### src/rtl/clock_core.sv
// clock_core: HH:MM digital clock with two debounced set buttons (mode, inc).
// Build option: define CLOCK_12H_EN for a 12-hour display with a PM flag on dd[3];
// the internal hour always runs 0..23.
`timescale 1ns/1ps
module clock_core #(
    parameter int unsigned CLK_HZ          = 50000000,
    parameter int unsigned DEBOUNCE_CYCLES = 1000000
) (
    input  logic       clk,
    input  logic       rst,
    input  logic       btn_mode,
    input  logic       btn_inc,
    output logic [3:0] a,
    output logic [3:0] b,
    output logic [3:0] c,
    output logic [3:0] d,
    output logic [3:0] dd,
    output logic       sa,
    output logic       sb,
    output logic       sc,
    output logic       sd,
    output logic       sec_pulse
);

    localparam int unsigned PW = $clog2(CLK_HZ);
    localparam int unsigned DW = $clog2(DEBOUNCE_CYCLES + 1);
    localparam logic [PW-1:0] PRESC_MAX = PW'(CLK_HZ - 1);
    localparam logic [PW-1:0] PRESC_HALF = PW'(CLK_HZ / 2);
    localparam logic [DW-1:0] DB_MAX = DW'(DEBOUNCE_CYCLES - 1);

`ifdef CLOCK_12H_EN
    localparam logic [3:0] RST_A = 4'd1;
    localparam logic [3:0] RST_B = 4'd2;
`else
    localparam logic [3:0] RST_A = 4'd0;
    localparam logic [3:0] RST_B = 4'd0;
`endif

    typedef enum logic [1:0] {
        ST_RUN      = 2'd0,
        ST_SET_HOUR = 2'd1,
        ST_SET_MIN  = 2'd2
    } state_t;

    state_t          r_state;
    state_t          w_state_next;

    // Index 0 = mode button, index 1 = inc button.
    logic [1:0]      r_sync1;
    logic [1:0]      r_sync2;
    logic [1:0]      r_db;
    logic [1:0]      r_db_prev;
    logic [DW-1:0]   r_db_cnt [2];

    logic [PW-1:0]   r_presc;
    logic [5:0]      r_sec;
    logic [5:0]      r_min;
    logic [4:0]      r_hour;

    logic            w_ev_mode;
    logic            w_ev_inc;
    logic            w_run_cnt;
    logic            w_wrap;
    logic [PW-1:0]   w_presc_next;
    logic            w_colon;
    logic [4:0]      w_disp_hour;
    logic            w_pm;
    logic [7:0]      w_hour_bcd;
    logic [7:0]      w_min_bcd;

    // Binary 0..59 to two BCD digits by repeated subtraction of ten.
    function automatic logic [7:0] to_bcd(input logic [5:0] v);
        logic [3:0] tens;
        logic [5:0] rem;
        tens = 4'd0;
        rem  = v;
        for (int i = 0; i < 5; i++) begin
            if (rem >= 6'd10) begin
                rem  = rem - 6'd10;
                tens = tens + 4'd1;
            end
        end
        return {tens, rem[3:0]};
    endfunction

    // Synchronize both buttons, then accept a new level after DEBOUNCE_CYCLES equal samples.
    always_ff @(posedge clk) begin
        if (rst) begin
            r_sync1   <= 2'b00;
            r_sync2   <= 2'b00;
            r_db      <= 2'b00;
            r_db_prev <= 2'b00;
            for (int i = 0; i < 2; i++) begin
                r_db_cnt[i] <= '0;
            end
        end else begin
            r_sync1   <= {btn_inc, btn_mode};
            r_sync2   <= r_sync1;
            r_db_prev <= r_db;
            for (int i = 0; i < 2; i++) begin
                if (r_sync2[i] == r_db[i]) begin
                    r_db_cnt[i] <= '0;
                end else if (r_db_cnt[i] == DB_MAX) begin
                    r_db[i]     <= r_sync2[i];
                    r_db_cnt[i] <= '0;
                end else begin
                    r_db_cnt[i] <= r_db_cnt[i] + DW'(1);
                end
            end
        end
    end

    // Rising edge of the debounced level is the press event; mode beats inc.
    assign w_ev_mode = r_db[0] & ~r_db_prev[0];
    assign w_ev_inc  = r_db[1] & ~r_db_prev[1] & ~w_ev_mode;

    // State register.
    always_ff @(posedge clk) begin
        if (rst) begin
            r_state <= ST_RUN;
        end else begin
            r_state <= w_state_next;
        end
    end

    // Mode event cycles RUN -> SET_HOUR -> SET_MIN -> RUN.
    always_comb begin
        w_state_next = r_state;
        if (w_ev_mode) begin
            case (r_state)
                ST_RUN:      w_state_next = ST_SET_HOUR;
                ST_SET_HOUR: w_state_next = ST_SET_MIN;
                default:     w_state_next = ST_RUN;
            endcase
        end
    end

    // Counting only happens while staying in RUN; any other case parks the prescaler at 0.
    assign w_run_cnt    = (r_state == ST_RUN) && (w_state_next == ST_RUN);
    assign w_wrap       = w_run_cnt && (r_presc == PRESC_MAX);
    assign w_presc_next = (w_run_cnt && !w_wrap) ? (r_presc + PW'(1)) : '0;
    assign w_colon      = !w_run_cnt || (w_presc_next < PRESC_HALF);

    // Prescaler and time-of-day counters, including set-mode increments.
    always_ff @(posedge clk) begin
        if (rst) begin
            r_presc <= '0;
            r_sec   <= 6'd0;
            r_min   <= 6'd0;
            r_hour  <= 5'd0;
        end else begin
            r_presc <= w_presc_next;
            if (w_wrap) begin
                if (r_sec == 6'd59) begin
                    r_sec <= 6'd0;
                    if (r_min == 6'd59) begin
                        r_min  <= 6'd0;
                        r_hour <= (r_hour == 5'd23) ? 5'd0 : r_hour + 5'd1;
                    end else begin
                        r_min <= r_min + 6'd1;
                    end
                end else begin
                    r_sec <= r_sec + 6'd1;
                end
            end else if (!w_run_cnt) begin
                r_sec <= 6'd0;
                if (w_ev_inc && (r_state == ST_SET_HOUR)) begin
                    r_hour <= (r_hour == 5'd23) ? 5'd0 : r_hour + 5'd1;
                end
                if (w_ev_inc && (r_state == ST_SET_MIN)) begin
                    r_min <= (r_min == 6'd59) ? 6'd0 : r_min + 6'd1;
                end
            end
        end
    end

    // Displayed hour and PM flag for the selected format.
    always_comb begin
        w_disp_hour = r_hour;
        w_pm        = 1'b0;
`ifdef CLOCK_12H_EN
        w_pm = (r_hour >= 5'd12);
        if (r_hour == 5'd0) begin
            w_disp_hour = 5'd12;
        end else if (r_hour > 5'd12) begin
            w_disp_hour = r_hour - 5'd12;
        end
`endif
        w_hour_bcd = to_bcd(6'(w_disp_hour));
        w_min_bcd  = to_bcd(r_min);
    end

    // Registered display, point, blink and second-pulse outputs.
    always_ff @(posedge clk) begin
        if (rst) begin
            a         <= RST_A;
            b         <= RST_B;
            c         <= 4'd0;
            d         <= 4'd0;
            dd        <= 4'b0010;
            sa        <= 1'b0;
            sb        <= 1'b0;
            sc        <= 1'b0;
            sd        <= 1'b0;
            sec_pulse <= 1'b0;
        end else begin
            a         <= w_hour_bcd[7:4];
            b         <= w_hour_bcd[3:0];
            c         <= w_min_bcd[7:4];
            d         <= w_min_bcd[3:0];
            dd        <= {w_pm, 1'b0, w_colon, 1'b0};
            sa        <= (r_state == ST_SET_HOUR);
            sb        <= (r_state == ST_SET_HOUR);
            sc        <= (r_state == ST_SET_MIN);
            sd        <= (r_state == ST_SET_MIN);
            sec_pulse <= w_wrap;
        end
    end

endmodule

### config.mk
export PLATFORM = sky130hd
export DESIGN_NAME = clock_core
export DESIGN_NICKNAME = d
export VERILOG_FILES = /design/src/rtl/clock_core.sv
export SDC_FILE = /design/constraint.sdc
export NUM_CORES = 1
export LEC_CHECK = 0
export CAP_MARGIN = 20
export CELL_PAD_IN_SITES_DETAIL_PLACEMENT = 1
export CELL_PAD_IN_SITES_GLOBAL_PLACEMENT = 2
export CORE_MARGIN = 1.5
export CORE_UTILIZATION = 35
export CTS_CLUSTER_DIAMETER = 50
export DETAILED_ROUTE_END_ITERATION = 6
export PLACE_DENSITY = 0.74
export RECOVER_POWER = 50
export SYNTH_ARGS = -nofsm -noshare
export SYNTH_HDL_FRONTEND = slang
export SYNTH_SLANG_ARGS = --single-unit
### constraint.sdc
create_clock -name clk -period 4.8 [get_ports clk]
set_input_delay 0.72 -clock clk [delete_from_list [all_inputs] [get_ports clk]]
set_output_delay 0.72 -clock clk [all_outputs]
set_load 0.005 [all_outputs]
* Word-level counts from Yosys, hierarchy flattened
Memories as Yosys holds them, arrays and structs flattened.
Index checks and enable logic that the tools add are counted.
** Operators by class
- $lt $le $gt $ge :: 11
- Reduce and logical (&&, ||, !) cells :: 16
- Bitwise gates (word level) :: 14
- $add $sub $neg :: 24
- Multiplexer cells :: 67
- Equal/unequal tests :: 13
** Operators with widths (count)
- 20-bit two-way mux :: 6
- 6-bit two-way mux :: 16
- 6-bit by 4-bit greater-or-equal comparator with 1-bit output, second input constant :: 9
- 6-bit by 4-bit subtractor with 6-bit output, second input constant :: 7
- 20-bit by 1-bit adder with 20-bit output, second input constant :: 2
- 20-bit equality test, second input constant :: 2
- 4-bit two-way mux :: 10
- 4-bit by 1-bit adder with 4-bit output, second input constant :: 8
- 5-bit two-way mux :: 6
- 26-bit by 1-bit adder with 26-bit output, second input constant :: 1
- 26-bit equality test, second input constant :: 1
- 26-bit by 25-bit less-than comparator with 1-bit output, second input constant :: 1
- 1-bit two-way mux :: 26
- 26-bit two-way mux :: 1
- 6-bit by 1-bit adder with 6-bit output, second input constant :: 2
- 6-bit equality test, second input constant :: 2
- 4-bit subtractor, second input constant :: 2
- 2-bit by 1-bit != test with 1-bit output, second input constant :: 3
- 1-bit OR :: 6
- 5-bit by 4-bit subtractor with 6-bit output, second input constant :: 1
- 5-bit by 1-bit adder with 5-bit output, second input constant :: 1
- 5-bit equality test, second input constant :: 1
- 5-bit by 4-bit greater-or-equal comparator with 1-bit output, second input constant :: 1
- 1-bit logical AND :: 5
- 14 further kinds :: 25
** Storage, ports and cells
- Register bits :: 76
- RAM bits :: 40
- Memories kept :: 1
- Output and inout port bits :: 25
- Input bits :: 4
** Memory list
- r_db_cnt :: words 2, bits a word 20, read ports 2, clocked after memory_dff 0, write ports 2, line 53 : logic [DW-1:0] r_db_cnt [2];

* Depth between registers and ports, before layout
- Depth after elaboration :: 11
- Gate-level depth with buffers :: 30

* Worst setup path after synthesis
OpenSTA, ideal clock, no wires.
- Path kind :: register to register
- From :: register r_min[2]
- To :: register c[2]
- Clock period less this slack :: 5255 ps
- Arrival time :: 5140 ps
- Required time :: 4685 ps
- Cell stages (with the launch flop) :: 30
- Buffers on the path :: 2
- Slack :: -455 ps
- Cell sequence :: dfxtp_1 -> buf_2 -> inv_1 -> ha_1 -> nand4bb_4 -> nand3_2 -> clkinv_2 -> xnor2_2 -> inv_1 -> ha_1 -> nor2b_1 -> o21ai_0 -> o221ai_1 -> a211o_1 -> inv_2 -> mux2_2 -> ha_1 -> nand2_1 -> nor3b_1 -> a21oi_1 -> nand2_2 -> buf_6 -> xor2_1 -> ha_1 -> mux2_2 -> ha_1 -> nand2_1 -> o22ai_1 -> xnor2_1 -> and2_1
** On the way
- Word-level cells in the longest chain between the ends :: 10
- Elaborated cells on any way between the ends :: 22
** RTL lines
- start, declared :: line 57 : logic [5:0] r_min;
- start signal, assigned :: line 160 : r_min <= r_min + 6'd1;
- start signal, assigned :: line 171 : r_min <= (r_min == 6'd59) ? 6'd0 : r_min + 6'd1;
- 6-bit by 4-bit subtractor with 6-bit output or 6-bit by 4-bit greater-or-equal comparator with 1-bit output (tied branches) :: line 79, 78
- 6-bit two-way mux or 1-bit two-way mux (tied branches) :: line 78 : if (rem >= 6'd10) begin
- 6-bit by 4-bit subtractor with 6-bit output (tied with other cells) :: line 79 : rem = rem - 6'd10;
- 6-bit two-way mux or 4-bit two-way mux (tied branches) :: line 78
- 6-bit by 4-bit subtractor with 6-bit output (tied with other cells) :: line 79
- 6-bit two-way mux or 4-bit two-way mux (tied branches) :: line 78
- 6-bit by 4-bit subtractor with 6-bit output (tied with other cells) :: line 79
- 6-bit two-way mux or 4-bit two-way mux (tied branches) :: line 78
- 6-bit by 4-bit greater-or-equal comparator with 1-bit output or 4-bit by 1-bit adder with 4-bit output (tied branches) :: line 78, 80
- 4-bit two-way mux (*) :: line 78
- end signal, assigned :: line 209 : c <= w_min_bcd[7:4];
- end, declared :: line 15 : output logic [3:0] c,
Every way passes the cells marked *; elsewhere a longest branch is shown, timed or not.
A chain may end at the register's enable or synchronous reset.

* Worst setup path in the final report
Ends and elaborated chain as after synthesis.

==> results by group <==
Synthesis
  • EDFF count, synth: 40
  • Yosys top cell area share: 0.1970
  • Ys async rst share: 0
  • Synth Warn #: 0
  • Post-synth top flop: dfxtp_1
  • Register area share after synthesis: 0.3589
  • Synthesized instance count: 855
  • Synth Register Bits: ~110
  • Top cells by area, synth: dfxtp_1 20%, edfxtp_1 16%, nor2_1 6.5%, xnor2_1 5.0%, ha_1 4.4%
  • Post-Syn Area: 7418 um^2
  • Yosys top cell by area: dfxtp_1
  • Synthesized area per cell: 8.676 um^2
  • Post-synth cell types: 93
  • Synth top cells by count: 128 x nor2_1, 73 x dfxtp_1, 52 x nand2_1
  • Most common cell in the netlist: nor2_1

Critical path
  • Critical Path AT: 4.92 ns
  • CP Class: reg -> reg
  • Crit end category: flop
  • Worst reg2reg setup slack: 0.19 ns
  • Worst EP required: 5.11 ns
  • Crit-path leading delay family: simple AND/OR/NAND/NOR gates
  • R2r endpoint: c[2]$_SDFF_PP0_
  • Worst setup SP type: flop
  • Worst setup path startpoint: r_min[2]$_SDFFE_PP0P_
  • Critical path depth: 27
  • CP max stage delay: 0.37 ns
  • Worst r2r src: r_min[2]$_SDFFE_PP0P_
  • WP buf/inv: 4
  • R2R depth: 27
  • Slowest cell on crit path: dfxtp_4
  • CP max FO: 7

Global route
  • Largest net degree at the start of global routing: 44
  • GRT Resource Usage Total: 0.1787
  • Initial antenna violation count: 0
  • Grt ovf: 0
  • Vias in the first global route: roughly 6800
  • First-pass GRT wire length: ~32 mm

STA
  • Final period util: 0.9603
  • Post-route minimum period: between 4 and 5 ns
  • Slew margin rel.: 0.4313
  • RSZ-0062 raised after global routing: yes
  • Min Hold Slack: 0.4490 ns
  • Max Clk Rate: 216.9 MHz
  • Worst-Margin Slew: 0.8510 ns
  • Slew Viols, Final: 0
  • Hold Fails Final Rpt: 0
  • Final setup fails: 0
  • Skew final: about 0.010 ns

Clock network
  • Clock Path Buffers: 2
  • H-tree Lvls: 4
  • Reg clk slew, reported paths: around 0.05 ns
  • Worst skew pair latency: 0.42 ns
  • CTS tree: done
  • Clk root buf: clkbuf_16
  • Clock Sinks: 113
  • TritonCTS Buffers: 17

Pwr
  • Int Pwr: 0.002043 W
  • PwrDens: 310.0 nW/um^2
  • Worst VDD drop: 0.1904 mV
  • Tot Pwr: 0.002804 W
  • Flop pwr share: 0.375
  • Clock power share: 0.433
  • P_leak: about 3.4 nW
  • Combinational share of power: 0.192
  • Sw frac: 0.2713
  • Psw: roughly 0.00076 W

Layout
  • Layout Nets: between 900 and 1000
  • Layout cells sized above 1: 0.1526
  • N_diodes: 0
  • Register area: 2671 um^2
  • Number of fill cells: 2430
  • Final core occ: 0.4330
  • Post-route cell area: 9045 um^2
  • Area of the multi-input gates: 4743 um^2
  • P&R area growth vs syn: 21.93%

Place
  • Gpl congestion: 0.8735
  • Buffers on Ports: 25
  • Final HPWL DP: 14.07 mm
  • DP Area: 8257 um^2

Die
  • Die Wd: roughly 150 um
  • Die Ht: between 100 and 150 um
  • Core area: between 20000 and 25000 um^2
  • Row count: 53
  • IO Count: 29
  • Starting Density: 0.3551
  • Die area: 22080 um^2

Drt
  • Iteration-0 DRC Markers: 172
  • Drc violations: 0
  • Initial DRT Pass Iterations: 4
  • Avg WL per Cell: 15.52 um
  • Remaining antenna violation count: 0
  • Vias after detailed routing: roughly 6400
  • DR vias/cell: 5.214
  • WL final: 19.12 mm

Status
  • Outcome: finished clean

Hold path
  • Hold Crit Start: r_sync1[1]$_SDFF_PP0_
  • Worst hold path class: reg -> reg
  • Hold Path End: r_sync2[1]$_SDFF_PP0_
  • Worst hold stages: 1

Flow run
  • MaxCap Viol Count: 0
cell families (layout without fill, tap and decap cells):
family,count (synthesis),in the layout,share of synthesized area
xor gates and xnor gates,81,81,0.09951
other,2,43,0.001012
muxes,21,21,0.03002
buffers and inverters,75,136,0.04621
and+or+nand+nor,372,372,0.2545
adders and majority gates,27,27,0.04520
DFF,113,113,0.3589
AOI/OAI and AO/OA,164,164,0.1646
registers in the layout, indices dropped and copies added, names as in the netlist:
register   cells
r_min          6
sb             1
r_db           2
dd             1
r_db_prev      2
r_sync2        2
sec_pulse      1
r_hour         5
r_sec          6
a              4
r_sync1        2
r_db_cnt      40
r_state        2
b              4
r_presc       26
d              4
sd             1
c              4
power by group through the flow:
stage	clock (W)	combinational, W	sequential (W)
final	0.00121	0.000539	0.00105
after global routing	0.00128	0.000586	0.00106
after CTS	0.00124	0.000473	0.00105
after detailed placement	0	0.000465	0.00107
after global placement	0	0.000451	0.00107
after floorplan	0	0.000335	0.00107
worst max path at each step:
| stage | end |
|---|---|
| finish | c[2]$_SDFF_PP0_ |
| global route | a[1]$_SDFF_PP0_ |
| CTS | c[2]$_SDFF_PP0_ |
| detailed placement | c[2]$_SDFF_PP0_ |
| global placement | c[2]$_SDFF_PP0_ |
| floorplan | c[2]$_SDFF_PP0_ |
cells in the final DEF (no fill, tap or decap), types with 5 or more instances in the layout:
cell,Yosys,final
mux2_2,7,5
and2_1,11,10
mux2i_1,13,13
xor2_1,36,35
nor3b_1,7,6
edfxtp_1,40,40
nand2_1,52,50
nand4_1,12,12
nor2_1,128,127
clkbuf_16,0,17
a211oi_1,6,6
nand3_1,44,44
o21ai_0,29,27
dlygate4sd3_1,0,22
dfxtp_1,73,70
conb_1,2,43
a31oi_1,9,9
ha_1,26,21
inv_1,28,26
xnor2_1,42,40
nand2b_1,8,8
a21oi_1,37,34
nor2b_1,19,18
and3_1,18,16
or3_1,17,17
buf_4,7,49
nor3_1,23,23
o211ai_1,6,6
layer usage:
metal  up-vias  global-route usage  share of wire
li1       3175                   -              -
met1      3170              0.2151           0.45
met2        55              0.3184           0.51
met5         -                   0              0
met3        24             0.03405          0.022
met4         0             0.05990          0.015
what timing repair did:
action | 4_1_cts | 5_1_grt
pin swaps | 0 | 9
setup buffers | 1 | 14
endpoints found under the setup margin | 3 | 8
hold endpoints to repair | 0 | 0
gates resized for setup | 2 | 27
hold buffers | 0 | 0
layout make-up:
type	instances	area share
repair buffers	74	0.06778
inverters	30	0.01300
flip-flops and latches	113	0.2953
well taps	275	0.03804
clock buffers	21	0.04869
clock inverters	11	0.01273
multi-input cells	708	0.5244
per-stage QoR:
| step | setup TNS, ns | setup WS, ns | cells |
|---|---|---|---|
| 3_5_place_dp | -0.2165 | -0.1310 | 1185 |
| 2_1_floorplan | 0 | 0.001128 | 896 |
| 4_1_cts | 0 | 0.006949 | 1218 |
| 3_3_place_gp | 0 | 0.07526 | 1185 |
| 6_report | 0 | 0.1905 | 1232 |
| 5_1_grt | -0.08422 | -0.03380 | 1232 |
(Power assumes the default switching activity.)
